## src/rtl/watchdog_kick_controller.sv

```systemverilog
// Watchdog supervisor: programs, arms and optionally locks the watchdog, then kicks it only
// when every required task has checked in during a service period. Also runs the unlock path.
module watchdog_kick_controller #(
    parameter int unsigned NUM_TASKS         = 4,
    parameter int unsigned COUNTER_WIDTH     = 32,
    parameter int unsigned KICK_PULSE_CYCLES = 4,
    parameter int unsigned HANDSHAKE_LIMIT   = 8
) (
    input  logic                     clock,
    input  logic                     reset,
    input  logic                     start,
    input  logic                     stop_req,
    input  logic [COUNTER_WIDTH-1:0] cfg_timeout,
    input  logic                     cfg_lock,
    input  logic [COUNTER_WIDTH-1:0] kick_period,
    input  logic [NUM_TASKS-1:0]     task_mask,
    input  logic [NUM_TASKS-1:0]     heartbeat,
    input  logic                     wdt_config_locked,
    input  logic                     wdt_timeout,
    output logic                     watchdog_enable,
    output logic [COUNTER_WIDTH-1:0] timeout_value,
    output logic                     lock_config,
    output logic [31:0]              unlock_key,
    output logic                     kick_watchdog,
    output logic [NUM_TASKS-1:0]     missing_tasks,
    output logic [15:0]              kick_count,
    output logic                     starve_fault,
    output logic                     handshake_fault,
    output logic                     timeout_seen,
    output logic                     active
);

    localparam int unsigned StepW = $clog2(HANDSHAKE_LIMIT + 1);
    localparam logic [StepW-1:0] StepLast = StepW'(HANDSHAKE_LIMIT - 1);
    localparam logic [3:0] KickLast = 4'(KICK_PULSE_CYCLES - 1);
    localparam logic [COUNTER_WIDTH-1:0] MinPeriod = COUNTER_WIDTH'(KICK_PULSE_CYCLES + 1);
    localparam logic [31:0] UnlockKey = 32'hDEADBEEF;

    typedef enum logic [2:0] {StIdle, StConfig, StLock, StRun, StUnlock} state_e;

    state_e                   state_q, state_d;
    logic [StepW-1:0]         step_q, step_d;
    logic                     unl_done_q, unl_done_d;
    logic                     lock_flag_q, lock_flag_d;
    logic [COUNTER_WIDTH-1:0] tmo_q, tmo_d;
    logic [COUNTER_WIDTH-1:0] period_q, period_d;
    logic [COUNTER_WIDTH-1:0] cnt_q, cnt_d;
    logic [NUM_TASKS-1:0]     seen_q, seen_d;
    logic                     kick_q, kick_d;
    logic [3:0]               kick_left_q, kick_left_d;
    logic [15:0]              kcount_q, kcount_d;
    logic [NUM_TASKS-1:0]     missing_q, missing_d;
    logic                     starve_q, starve_d;
    logic                     hs_fault_q, hs_fault_d;
    logic                     to_seen_q, to_seen_d;
    logic                     enable_q, lock_q, active_q;
    logic [31:0]              key_q;

    logic [COUNTER_WIDTH-1:0] period_eff;
    logic [NUM_TASKS-1:0]     eval_v;

    // The clamp guarantees at least one low cycle between consecutive kick pulses.
    assign period_eff = (kick_period < MinPeriod) ? MinPeriod : kick_period;
    assign eval_v     = seen_q | heartbeat;

    always_comb begin
        state_d     = state_q;
        step_d      = step_q + 1'b1;
        unl_done_d  = unl_done_q;
        lock_flag_d = lock_flag_q;
        tmo_d       = tmo_q;
        period_d    = period_q;
        cnt_d       = cnt_q;
        seen_d      = seen_q;
        kick_d      = kick_q;
        kick_left_d = kick_left_q;
        kcount_d    = kcount_q;
        missing_d   = missing_q;
        starve_d    = starve_q;
        hs_fault_d  = hs_fault_q;
        to_seen_d   = to_seen_q;

        unique case (state_q)
            StIdle: begin
                if (start) begin
                    state_d     = StConfig;
                    tmo_d       = cfg_timeout;
                    lock_flag_d = cfg_lock;
                    kcount_d    = '0;
                    missing_d   = '0;
                    starve_d    = 1'b0;
                    hs_fault_d  = 1'b0;
                    to_seen_d   = 1'b0;
                end
            end
            StConfig: begin
                if (step_q == StepW'(1)) state_d = lock_flag_q ? StLock : StRun;
            end
            StLock: begin
                if (stop_req) begin
                    state_d = StUnlock;
                end else if (wdt_config_locked) begin
                    state_d = StRun;
                end else if (step_q == StepLast) begin
                    hs_fault_d = 1'b1;
                    state_d    = StRun;
                end
            end
            StRun: begin
                if (kick_q) begin
                    if (kick_left_q == '0) kick_d = 1'b0;
                    else kick_left_d = kick_left_q - 1'b1;
                end
                if (wdt_timeout) begin
                    to_seen_d   = 1'b1;
                    cnt_d       = '0;
                    seen_d      = '0;
                    period_d    = period_eff;
                    kick_d      = 1'b0;
                    kick_left_d = '0;
                end else if (cnt_q == period_q - 1'b1) begin
                    cnt_d    = '0;
                    seen_d   = '0;
                    period_d = period_eff;
                    if ((eval_v & task_mask) == task_mask) begin
                        kick_d      = 1'b1;
                        kick_left_d = KickLast;
                        if (kcount_q != 16'hFFFF) kcount_d = kcount_q + 1'b1;
                    end else begin
                        missing_d = task_mask & ~eval_v;
                        starve_d  = 1'b1;
                    end
                end else begin
                    cnt_d  = cnt_q + 1'b1;
                    seen_d = eval_v;
                end
                if (stop_req) state_d = StUnlock;
            end
            StUnlock: begin
                if (unl_done_q) begin
                    state_d = StIdle;
                end else if (!wdt_config_locked) begin
                    unl_done_d = 1'b1;
                end else if (step_q == StepLast) begin
                    hs_fault_d = 1'b1;
                    state_d    = StIdle;
                end
            end
            default: state_d = StIdle;
        endcase

        if (state_d != state_q) begin
            step_d     = '0;
            unl_done_d = 1'b0;
        end
        if (state_d == StRun && state_q != StRun) begin
            cnt_d       = '0;
            seen_d      = '0;
            kick_d      = 1'b0;
            kick_left_d = '0;
            period_d    = period_eff;
        end
        if (state_d != StRun) kick_d = 1'b0;
        if (state_d == StIdle) tmo_d = '0;
    end

    always_ff @(posedge clock or posedge reset) begin
        if (reset) begin
            state_q     <= StIdle;
            step_q      <= '0;
            unl_done_q  <= 1'b0;
            lock_flag_q <= 1'b0;
            tmo_q       <= '0;
            period_q    <= '0;
            cnt_q       <= '0;
            seen_q      <= '0;
            kick_q      <= 1'b0;
            kick_left_q <= '0;
            kcount_q    <= '0;
            missing_q   <= '0;
            starve_q    <= 1'b0;
            hs_fault_q  <= 1'b0;
            to_seen_q   <= 1'b0;
            enable_q    <= 1'b0;
            lock_q      <= 1'b0;
            active_q    <= 1'b0;
            key_q       <= '0;
        end else begin
            state_q     <= state_d;
            step_q      <= step_d;
            unl_done_q  <= unl_done_d;
            lock_flag_q <= lock_flag_d;
            tmo_q       <= tmo_d;
            period_q    <= period_d;
            cnt_q       <= cnt_d;
            seen_q      <= seen_d;
            kick_q      <= kick_d;
            kick_left_q <= kick_left_d;
            kcount_q    <= kcount_d;
            missing_q   <= missing_d;
            starve_q    <= starve_d;
            hs_fault_q  <= hs_fault_d;
            to_seen_q   <= to_seen_d;
            enable_q    <= (state_d == StConfig) || (state_d == StLock) || (state_d == StRun);
            lock_q      <= (state_d == StLock);
            active_q    <= (state_d != StIdle);
            key_q       <= (state_d == StUnlock) ? UnlockKey : 32'h0;
        end
    end

    assign watchdog_enable = enable_q;
    assign timeout_value   = tmo_q;
    assign lock_config     = lock_q;
    assign unlock_key      = key_q;
    assign kick_watchdog   = kick_q;
    assign missing_tasks   = missing_q;
    assign kick_count      = kcount_q;
    assign starve_fault    = starve_q;
    assign handshake_fault = hs_fault_q;
    assign timeout_seen    = to_seen_q;
    assign active          = active_q;

endmodule

```

## config.mk

```make
export PLATFORM = sky130hd
export DESIGN_NAME = watchdog_kick_controller
export DESIGN_NICKNAME = d
export VERILOG_FILES = /design/src/rtl/watchdog_kick_controller.sv
export SDC_FILE = /design/constraint.sdc
export NUM_CORES = 1
export LEC_CHECK = 0
export ABC_CLOCK_PERIOD_IN_PS = 5700
export CORE_MARGIN = 4
export CORE_UTILIZATION = 40
export CTS_BUF_LIST = sky130_fd_sc_hd__clkbuf_4 sky130_fd_sc_hd__clkbuf_8
export DETAILED_ROUTE_END_ITERATION = 10
export MAX_ROUTING_LAYER = met4
export PLACE_DENSITY = 0.68
export RECOVER_POWER = 50
export SETUP_SLACK_MARGIN = 0.15
export SLEW_MARGIN = 0
export SYNTH_ARGS = -nofsm -noshare
export SYNTH_HDL_FRONTEND = slang
export SYNTH_SLANG_ARGS = --single-unit
export TNS_END_PERCENT = 50
```

## constraint.sdc

```tcl
create_clock -name clock -period 5.7 [get_ports clock]
set_input_delay 1.71 -clock clock [delete_from_list [all_inputs] [get_ports clock]]
set_output_delay 1.71 -clock clock [all_outputs]
set_load 0.02 [all_outputs]
```

Word-level counts from Yosys, hierarchy flattened
Index checks and enable logic that the tools add are counted.
{ "word_totals": {"ff_bits": 172, "output_inout_bits": 91, "wordCells": 150} }
{ "classes": {"addsub": 5, "n_lt_le_gt_ge": 1, "n_eq_ne": 27, "muxes": 72, "n_bitwise": 4, "reduce_logical": 22} }
{ "op_table": {"columns": ["operator", "n"], "rows": [
  ["two-way mux 32 bit", 13],
  ["two-way mux 16 bit", 5],
  ["two-way mux 4 bit", 16],
  ["adder 32 x 1 -> 32 bit, second input constant", 1],
  ["== test 32 bit", 1],
  ["less-than comparator 32 x 3 -> 1 bit, second input constant", 1],
  ["one-hot mux 16 bit (2 select lines)", 1],
  ["subtractor 32 x 1 -> 32 bit, second input constant", 1],
  ["two-way mux 3 bit", 9],
  ["two-way mux 1 bit", 23],
  ["inequality test 2 bit, second input constant", 11],
  ["adder 16 x 1 -> 16 bit, second input constant", 1],
  ["inequality test 16 bit, second input constant", 1],
  ["one-hot mux 3 bit (5 select lines)", 1],
  ["== test 3 x 2 -> 1 bit, second input constant", 4],
  ["AND reduction 6 bit", 2],
  ["nonzero test 3 bit", 4],
  ["nonzero test 2 bit", 5],
  ["AND 4 bit", 2],
  ["one-hot mux 4 bit (2 select lines)", 1],
  ["== test 3 x 1 -> 1 bit, second input constant", 2],
  ["== test 3 bit, second input constant", 2],
  ["zero test 3 bit", 2],
  ["inequality test 3 x 2 -> 1 bit, second input constant", 2],
  ["16 further kinds", 20]
]} }

Longest topological paths before layout
Gate-level depths: netlist of the first run.
{ "depth": {"ltp_word": 9, "depth_mapped": 12, "ltp_nobuf": 11} }

Least setup slack after synthesis of the first run
Ideal clock, no wire load.
{ "synth_timing": {"path_type": "reg-to-reg", "from": "reg period_q[5]", "to": "reg period_q[10]", "setup_time_ps": 127, "arrival_time_ps": 3364, "t_required_ps": 5573, "setup_slack_ps": 2209, "stages_incl_launch_ff": 12, "n_path_buf": 2, "cell_sequence": "dfrtp_1 buf_4 nor4_4 nand4_2 or4_1 a22oi_2 nand2_1 nor4b_4 a31oi_4 nor2_8 buf_6 mux2_1"} }
{ "synth_between": {"elab_chain_cells": 4} }
{ "synth_rtl": {"columns": ["element", "line_no", "source"], "rows": [
  ["start: declaration", "46", "logic [COUNTER_WIDTH-1:0] period_q, period_d;"],
  ["start signal: assignment", "194", "period_q <= period_d;"],
  ["subtractor 32 x 1 -> 32 bit", "121", "end else if (cnt_q == period_q - 1'b1) begin"],
  ["== test 32 bit", "121", null],
  ["nonzero test 3 bit (no line)", null, null],
  ["AND reduction 2 bit (no line)", null, null]
]} }
Every way passes these cells.
A chain may end at the register's enable or synchronous reset.

Final worst setup path of the first run
{ "layout_timing": {"from": "reg period_q[2]", "to": "reg period_q[29]"} }
The elaborated chain is that of the path after synthesis.

==> results of run 1 <==
[worst max-delay path: stages, from the launching register on]
cell,delay (ns)
dfrtp_1,0.48
nor4_2,0.56
nand4_1,0.46
nor4b_1,0.43
xnor2_1,0.19
nand2_1,0.12
nor4b_4,0.61
a31oi_4,0.55
nor2_8,0.65
mux2_2,0.40
[state kept, by name, summed over array words and instances (netlist names)]
name,count
unlock_key,1
watchdog_enable,1
starve_fault,1
step_q,4
state_q,3
lock_flag_q,1
timeout_seen,1
period_q,32
unl_done_q,1
cnt_q,32
handshake_fault,1
seen_q,4
active,1
timeout_value,32
lock_config,1
kick_left_q,4
kick_watchdog,1
kick_count,16
missing_tasks,4
[through the flow]
stage	cells	instance area, µm²	util, %
after detailed placement	1241	9630	49.2
after global placement	1241	9630	49.2
final	1273	10000	51.1
after floorplan	880	8040	-
after global routing	1273	10000	51.1
after CTS	1273	10000	51.2
[worst min-delay path by stage]
stage	endpoint	slack (ns)	depth (start not counted)
2_1_floorplan	lock_flag_q$_DFFE_PP0P_	0.45	2
3_3_place_gp	starve_fault$_DFFE_PP0P_	0.46	2
3_5_place_dp	starve_fault$_DFFE_PP0P_	0.47	2
4_1_cts	starve_fault$_DFFE_PP0P_	0.49	2
5_1_grt	starve_fault$_DFFE_PP0P_	0.50	2
6_report	starve_fault$_DFFE_PP0P_	0.47	2
[metal layers]
metal	vias to the layer above	track usage [%]	wire [µm]
li1	3328	-	-
met1	3251	26.7	9800
met2	184	28.9	9410
met3	23	3.63	1210
met4	0	5.31	345
met5	-	-	0
[where the power goes]
group	switching (mW)	total, mW	internal [mW]
registers	0.329	1.62	1.29
clock network	0.458	0.829	0.370
logic	1.17	2.06	0.884
total	1.96	4.51	2.54
[cells in the final DEF (no fill, tap or decap), types with 8 or more instances in the layout]
cell type and instances:
and3_1 19, xor2_1 24, nand4_1 14, conb_1 8, dfrtp_1 141, xnor2_1 28, dlygate4sd3_1 31, a21oi_1 61
inv_1 23, nor4_1 14, o311ai_0 15, nor2_1 51, clkdlybuf4s50_1 130, mux2_2 8, nand2_1 129, o31ai_1 8
o21ai_0 32, or3_1 17, nand3_1 54, nor3_1 20, clkbuf_8 17, mux2_1 23
[cells by family after synthesis]
group	after synthesis	synth area share (%)
XOR/XNOR	52	5.69
flip-flops	141	44.0
other	1	0.0468
AND/OR/NAND/NOR	372	24.0
multiplexers	38	5.23
AO/OA/AOI/OAI	169	13.7
buffers and inverters	94	6.29
adder cells (fa/ha/maj)	6	0.937
[area by class of cell]
cell class,count,area [µm²]
Clock buffer,17,234
Clock inverter,15,168
Fill cell,1854,9570
Inverter,23,86.3
Multi-Input combinational cell,645,4020
Sequential cell,141,3530
Tap cell,265,332
Timing Repair Buffer,167,1650
==> results by group, run 1 <==
Drt
  • Final WL: 20,800 µm
  • Post-route antenna net violation count: 0
  • Post-DR vias/cell: 5.33
  • Routed vias: 6,786
  • DR WL/cell: 16.3 µm
  • Initial DRC count: 414
  • DR pass1 iterations: 5
  • # DRC: 0

Timing
  • Fin. Hold Viols: 0
  • Crit path time final: 4.60 ns
  • Hold slack: 0.474 ns
  • Tcrit/Tclk final: 80.7%
  • RSZ-0062 raised after global routing: false
  • Setup TNS: 0 ns
  • Layout Skew: 0.0147 ns
  • FMAX: 217 MHz
  • Fin. max-slew vios: 127
  • Slew margin rel.: -104%
  • Setup violators final: 0
  • Final setup margin: 1.10 ns
  • Worst slew pin tran: 3.06 ns

Global route
  • Total global-route track usage: 19.2%
  • Largest net degree at the start of global routing: 80
  • First-pass GRT wire length: 33,400 µm
  • Initial antenna violation count: 0
  • GRT Residual Overflow: 0
  • Number of global-route vias before repair: 6,409

Clocking
  • Sink Count: 141
  • Hold_buf cts: 0
  • Setup Fix Bufs, Post-CTS: 0
  • Root buffer cell: clkbuf_8
  • CTS tree: done
  • Worst skew pair latency: 0.45 ns
  • Depth of the CTS H-tree: 4
  • CTS Buffer Depth: 2
  • Clock transition at the registers of the reported paths: 0.09 ns
  • CTS resizes: 0
  • TritonCTS buffer count: 17

Synth
  • Register area share after synthesis: 44.0%
  • Synth area leaders: dfrtp_1, nand2_1, a21oi_1, nand3_1, mux2_1
  • Async set-reset flop share out of synthesis: 100%
  • #FFs+latches synth: 141
  • Synth Flop Type: dfrtp_1
  • Synth top cells by count: dfrtp_1, nand2_1, a21oi_1, nand3_1, nor2_1
  • Post-synthesis cell type count: 70
  • Post-synth EDFFs: 0
  • Syn avg cell area: 9.18 µm²
  • Yosys warnings: 0
  • Post-synth top area cell: dfrtp_1
  • Mapped cell area: 8010 µm²
  • Most instantiated library cell after synthesis: dfrtp_1
  • Top-area cell type share of the netlist area: 44.0%
  • Mapped Cells: 873

Placement
  • Post-DP HPWL: 15,200 µm
  • Dpl ws: 1.15 ns
  • RD Place Congestion: 0.905
  • Port buffer count: 161

Flow run
  • Max-cap violations: 2

Critical path
  • CP Data Required Time: 6.03 ns
  • Critical path type: register to register
  • Reg2reg path depth: 9
  • Worst r2r src: period_q[2]$_DFFE_PP0P_
  • Setup crit start: period_q[2]$_DFFE_PP0P_
  • Setup crit end: period_q[29]$_DFFE_PP0P_
  • Critical path endpoint category: register
  • CP arrival: 4.94 ns
  • CP startpoint kind: register
  • R2r setup slk: 1.10 ns
  • Reg2reg end: period_q[29]$_DFFE_PP0P_
  • Max FO, Critical Path: 36

Run status
  • Violated checks: max-capacitance violations, max-slew violations
  • Run status: finished with violations

Floorplanning
  • Core Region: 19,600 µm²
  • DIE AREA: 22,400 µm²
  • Die X-Extent: 150 µm
  • I/O pin count: 170
  • Vert. Die Dim: 150 µm
  • FP Rows: 51
  • Initial Utilization: 40.9%

Cells and area
  • Area Overhead vs Synth: 25.1%
  • Antenna cells: 0
  • Nets: 1,080
  • Ratio of cells with drive above 1 in the final layout: 6.85%

Power and ir drop
  • Power Dens Cells: 450 nW/µm²
  • Power Total: 4.51 mW
  • Max IR drop VDD: 0.198 mV
  • Leakage: 4.06 nW

Worst hold path
  • Hold crit path type: register to register
  • Hold_sp: starve_fault$_DFFE_PP0P_
(Power assumes the default switching activity.)
==> run 2, diff against run 1 <==
--- a/config.mk
+++ b/config.mk
@@ -5,13 +5,13 @@
 export SDC_FILE = /design/constraint.sdc
 export NUM_CORES = 1
 export LEC_CHECK = 0
-export ABC_CLOCK_PERIOD_IN_PS = 5700
+export ABC_CLOCK_PERIOD_IN_PS = 4300
 export CORE_MARGIN = 4
 export CORE_UTILIZATION = 40
 export CTS_BUF_LIST = sky130_fd_sc_hd__clkbuf_4 sky130_fd_sc_hd__clkbuf_8
 export DETAILED_ROUTE_END_ITERATION = 10
 export MAX_ROUTING_LAYER = met4
-export PLACE_DENSITY = 0.68
+export PLACE_DENSITY = 0.65
 export RECOVER_POWER = 50
 export SETUP_SLACK_MARGIN = 0.15
 export SLEW_MARGIN = 0
==> constraint.sdc (replaced) <==
create_clock -name clock -period 4.3 [get_ports clock]
set_input_delay 1.29 -clock clock [delete_from_list [all_inputs] [get_ports clock]]
set_output_delay 1.29 -clock clock [all_outputs]
set_load 0.02 [all_outputs]
==> run 2 against run 1 <==
Against the previous run:
- the flow still finishes with violations (max-capacitance violations, max-slew violations)
- sequential cell count unchanged
- global-route usage up 0.48 points
- non-clock buffer count is 8 higher
- clock power increased by 31%
- register-to-register slack lost 0.63 ns
- critical path depth down 3
- hold slack improved by 0.013 ns
- sequential power increased by 33%
- combinational power up 35%
- largest power group unchanged
==> results by group, run 2 (synthesis results as in run 1) <==
Timing
  • Crit path time final: 3.91 ns
  • FMAX: 256 MHz
  • Fin. Hold Viols: 0
  • RSZ-0062 raised after global routing: false
  • Hold slack: 0.487 ns
  • Tcrit/Tclk final: 90.9%
  • Setup violators final: 0
  • Slew margin rel.: -47.4%
  • Layout Skew: 0.0203 ns
  • Final setup margin: 0.393 ns
  • Setup TNS: 0 ns
  • Fin. max-slew vios: 82
  • Worst slew pin tran: 2.21 ns

Clocking
  • Setup Fix Bufs, Post-CTS: 0
  • Hold_buf cts: 0
  • CTS resizes: 0
  • Root buffer cell: clkbuf_8
  • Worst skew pair latency: 0.46 ns
  • TritonCTS buffer count: 17
  • Clock transition at the registers of the reported paths: 0.08 ns
  • CTS tree: done
  • Sink Count: 141
  • Depth of the CTS H-tree: 4
  • CTS Buffer Depth: 2

Cells and area
  • Most common cell after layout, fill and taps aside: dfrtp_1
  • Most frequent cells in the layout: dfrtp_1, clkdlybuf4s50_1, nand2_1
  • Area Overhead vs Synth: 26.0%
  • Antenna cells: 0
  • Non-Filler Instances: 1,281
  • Ratio of cells with drive above 1 in the final layout: 7.58%
  • Nets: 1,088

Drt
  • Post-route antenna net violation count: 0
  • Initial DRC count: 494
  • Routed vias: 6,798
  • Final WL: 21,100 µm
  • DR WL/cell: 16.4 µm
  • Post-DR vias/cell: 5.31
  • # DRC: 0
  • DR pass1 iterations: 5

Critical path
  • Reg2reg end: period_q[28]$_DFFE_PP0P_
  • Critical path endpoint category: register
  • Max FO, Critical Path: 46
  • Crit-path cells: clkdlybuf4s50_1 -> nand2b_1 -> nor3_2 -> clkbuf_1 -> a21oi_1 -> o31ai_1
  • Worst r2r src: period_q[0]$_DFFE_PP0P_
  • CP startpoint kind: input pin
  • Reg2reg path depth: 11
  • CP Data Required Time: 4.65 ns
  • CP peak stage delay: 1.61 ns
  • CP arrival: 4.26 ns
  • R2r setup slk: 0.47 ns
  • Critical path type: input pin to register
  • Critical-path top delay cell: clkbuf_1

Worst hold path
  • Hold Crit Depth: 2
  • Hold Path End: starve_fault$_DFFE_PP0P_
  • Hold_sp: starve_fault$_DFFE_PP0P_
  • Hold crit path type: register to register

Flow run
  • Max-cap violations: 2

Floorplanning
  • FP Rows: 51
  • DIE AREA: 22,400 µm²
  • I/O pin count: 170
  • Initial Utilization: 40.9%
  • Vert. Die Dim: 150 µm
  • Die X-Extent: 150 µm
  • Core Region: 19,600 µm²

Global route
  • Initial antenna violation count: 0
  • Number of global-route vias before repair: 6,531
  • Largest net degree at the start of global routing: 47
  • GRT Residual Overflow: 0
  • First-pass GRT wire length: 34,100 µm
  • Total global-route track usage: 19.7%

Power and ir drop
  • Max IR drop VDD: 0.348 mV
  • Power Dens Cells: 596 nW/µm²
  • Leakage: 4.11 nW

Run status
  • Violated checks: max-capacitance violations, max-slew violations
  • Run status: finished with violations

Placement
  • Dpl ws: 0.474 ns
  • Post-DP HPWL: 15,600 µm
  • RD Place Congestion: 0.950
  • Port buffer count: 161
  • Placed instance count: 1,249
==> run 2: report_power, final <==
group | internal [mW] | total (mW) | switching, mW
combinational | 1.20 | 2.78 | 1.59
clock | 0.488 | 1.09 | 0.597
sequential | 1.71 | 2.15 | 0.442
total | 3.39 | 6.02 | 2.62
==> run 2: critical path, delay by kind of cell <==
family / cells / cell delay, ns
compound gates: 2 / 0.59
buf+inv: 2 / 2.08
simple gates: 2 / 0.29
==> run 2: metal layers <==
metal	vias up	global-route usage (%)	wire length [µm]	part of all wire [%]
li1	3349	-	-	-
met1	3264	27.7	10200	49
met2	165	29.4	9490	45
met3	20	3.33	996	4.7
met4	0	5.58	325	1.5
met5	-	-	0	0
==> run 2: final cells by class <==
type | count | area (µm²)
clock buffer | 17 | 234
clock inverter | 15 | 165
fill | 1816 | 9500
inverter | 23 | 87.6
multi-input combinational | 645 | 4020
sequential | 141 | 3530
tap | 265 | 332
timing repair buffer | 175 | 1720
==> run 2: stage by stage <==
stage	area (µm²)	total power [mW]	utilization [%]
detailed placement	9730	5.00	49.7
floorplan	8040	4.08	-
global placement	9730	4.97	49.7
global route	10100	6.43	51.5
CTS	10100	6.11	51.7
finish	10100	6.02	51.5
==> run 2: worst max path at each step <==
stage	startpoint	endpoint	cells past startpoint	slack, ns
3_5_place_dp	period_q[0]$_DFFE_PP0P_	period_q[28]$_DFFE_PP0P_	11	0.47
2_1_floorplan	period_q[5]$_DFFE_PP0P_	period_q[10]$_DFFE_PP0P_	11	0.81
4_1_cts	period_q[0]$_DFFE_PP0P_	period_q[28]$_DFFE_PP0P_	11	0.47
5_1_grt	start	kick_count[1]$_DFFE_PP0P_	7	0.13
3_3_place_gp	period_q[0]$_DFFE_PP0P_	period_q[25]$_DFFE_PP0P_	11	0.54
6_report	start	kick_count[0]$_DFFE_PP0P_	6	0.39
==> run 3, diff against run 2 <==
--- a/config.mk
+++ b/config.mk
@@ -14,7 +14,7 @@
 export PLACE_DENSITY = 0.65
 export RECOVER_POWER = 50
 export SETUP_SLACK_MARGIN = 0.15
-export SLEW_MARGIN = 0
+export SLEW_MARGIN = 20
 export SYNTH_ARGS = -nofsm -noshare
 export SYNTH_HDL_FRONTEND = slang
 export SYNTH_SLANG_ARGS = --single-unit
==> constraint.sdc (replaced) <==
create_clock -name clock -period 4.3 [get_ports clock]
set_input_delay 1.29 -clock clock [delete_from_list [all_inputs] [get_ports clock]]
set_output_delay 1.29 -clock clock [all_outputs]
set_load 0.05 [all_outputs]
==> run 3 against run 2 <==
Against the previous run:
- the run still ends with max-capacitance violations, max-slew violations left
- sequential power hardly changed
- core utilization about the same
- highest routed layer unchanged
- cell count is the same
- fmax hardly changed
- total power rose by 9.4%
- clock-buffer cell count unchanged
- die area did not move
- combinational power up 20%
==> results by group, run 3 (synthesis results as in run 1) <==
Global route
  • Number of global-route vias before repair: 6,531
  • Largest net degree at the start of global routing: 47
  • First-pass GRT wire length: 34,100 µm
  • GRT Residual Overflow: 0
  • Total global-route track usage: 19.7%
  • Initial antenna violation count: 0

Floorplanning
  • Vert. Die Dim: 150 µm
  • Core Region: 19,600 µm²
  • I/O pin count: 170
  • Die X-Extent: 150 µm
  • FP Rows: 51
  • Initial Utilization: 40.9%
  • DIE AREA: 22,400 µm²

Cells and area
  • Nets: 1,088
  • Most common cell after layout, fill and taps aside: dfrtp_1
  • Most frequent cells in the layout: dfrtp_1, clkdlybuf4s50_1, nand2_1
  • Ratio of cells with drive above 1 in the final layout: 7.68%
  • Area Overhead vs Synth: 25.9%
  • Multi-input gate area: 4020 µm²
  • Sequential Area: 3530 µm²
  • Antenna cells: 0
  • Non-Filler Instances: 1,281
  • Util after Layout: 51.5%
  • Filler cell count: 1,817

Critical path
  • Crit-path cells: clkdlybuf4s50_1 -> nand2b_1 -> nor3_2 -> clkbuf_1 -> a21oi_1 -> o31ai_1
  • Max FO, Critical Path: 46
  • Buf/Inv on CP: 2
  • Critical path endpoint category: register
  • CP Data Required Time: 4.65 ns
  • CP peak stage delay: 1.61 ns
  • CP arrival: 4.26 ns
  • Critical path type: input pin to register
  • Top delay family on crit path: buffers and inverters
  • CP startpoint kind: input pin
  • Reg2reg path depth: 11
  • Critical-path top delay cell: clkbuf_1
  • Critical path depth: 6

Clocking
  • TritonCTS buffer count: 17
  • CTS resizes: 0
  • CTS tree: done
  • Depth of the CTS H-tree: 4
  • Sink Count: 141
  • Hold_buf cts: 0
  • Worst skew pair latency: 0.46 ns
  • Root buffer cell: clkbuf_8
  • CTS Buffer Depth: 2
  • Setup Fix Bufs, Post-CTS: 0
  • Clock transition at the registers of the reported paths: 0.08 ns

Run status
  • Violated checks: max-capacitance violations, max-slew violations
  • Run status: finished with violations

Timing
  • Setup violators final: 0
  • Layout Skew: 0.0198 ns
  • Fin. Hold Viols: 0
  • Tcrit/Tclk final: 90.8%
  • Crit path time final: 3.91 ns
  • RSZ-0062 raised after global routing: false
  • FMAX: 256 MHz
  • Worst slew pin tran: 2.21 ns
  • Setup TNS: 0 ns
  • Slew margin rel.: -47.3%
  • Fin. max-slew vios: 82

Drt
  • DR WL/cell: 16.4 µm
  • Post-DR vias/cell: 5.30
  • Initial DRC count: 494
  • DR pass1 iterations: 5
  • # DRC: 0
  • Routed vias: 6,792
  • Post-route antenna net violation count: 0
  • Final WL: 21,100 µm

Placement
  • Port buffer count: 161
  • Post-DP HPWL: 15,600 µm
  • RD Place Congestion: 0.950
  • Placed instance count: 1,249

Power and ir drop
  • Power Dens Cells: 652 nW/µm²
  • Power Total: 6.58 mW
  • Max IR drop VDD: 0.354 mV
  • Leakage: 4.10 nW

Worst hold path
  • Hold Crit Depth: 2
  • Hold crit path type: register to register

Flow run
  • Max-cap violations: 2
-- run 3: metal layers --
| layer | track usage (%) | part of all wire (%) | up-vias |
|---|---|---|---|
| li1 | - | - | 3348 |
| met1 | 27.7 | 48 | 3263 |
| met2 | 29.4 | 45 | 161 |
| met3 | 3.33 | 4.8 | 20 |
| met4 | 5.58 | 1.5 | 0 |
| met5 | - | 0 | - |
-- run 3: layout make-up --
type,count,share of cell area [%]
Multi-Input combinational cell,645,39.9
Sequential cell,141,35.0
Timing Repair Buffer,175,17.0
Tap cell,265,3.29
Clock buffer,17,2.32
Clock inverter,15,1.64
Inverter,23,0.868
-- run 3: through the flow --
| stage | hold WS, ns | setup WS [ns] | cell area (µm²) |
|---|---|---|---|
| 6_report | 0.493 | 0.394 | 10100 |
| 5_1_grt | 0.521 | 0.127 | 10100 |
| 4_1_cts | 0.494 | 0.468 | 10100 |
| 3_5_place_dp | 0.475 | 0.474 | 9730 |
| 3_3_place_gp | 0.467 | 0.545 | 9730 |
| 2_1_floorplan | 0.446 | 0.809 | 8040 |
-- run 3: final timing paths --
| kind | endpoint | from | slack (ns) |
|---|---|---|---|
| min | starve_fault$_DFFE_PP0P_ | starve_fault$_DFFE_PP0P_ | 0.49 |
| max | kick_count[0]$_DFFE_PP0P_ | start | 0.39 |
| max in group asynchronous | timeout_value[4]$_DFFE_PP0P_ | reset | 0.70 |
| max reg2reg | period_q[28]$_DFFE_PP0P_ | period_q[0]$_DFFE_PP0P_ | 0.47 |
| min reg2reg | starve_fault$_DFFE_PP0P_ | starve_fault$_DFFE_PP0P_ | 0.49 |
| min in group asynchronous | seen_q[2]$_DFFE_PP0P_ | reset | 1.56 |
-- run 3: tightest hold or removal path: cells and delay by family (launching register included) --
kind | cells | cell delay, ns
AO/OA/AOI/OAI | 1 | 0.05
flip-flops | 1 | 0.35
AND/OR/NAND/NOR | 1 | 0.05
-- run 3: power by group --
part	internal, mW	switching, mW
clock	0.488	0.598
combinational	1.19	2.15
sequential	1.71	0.443
total	3.39	3.19
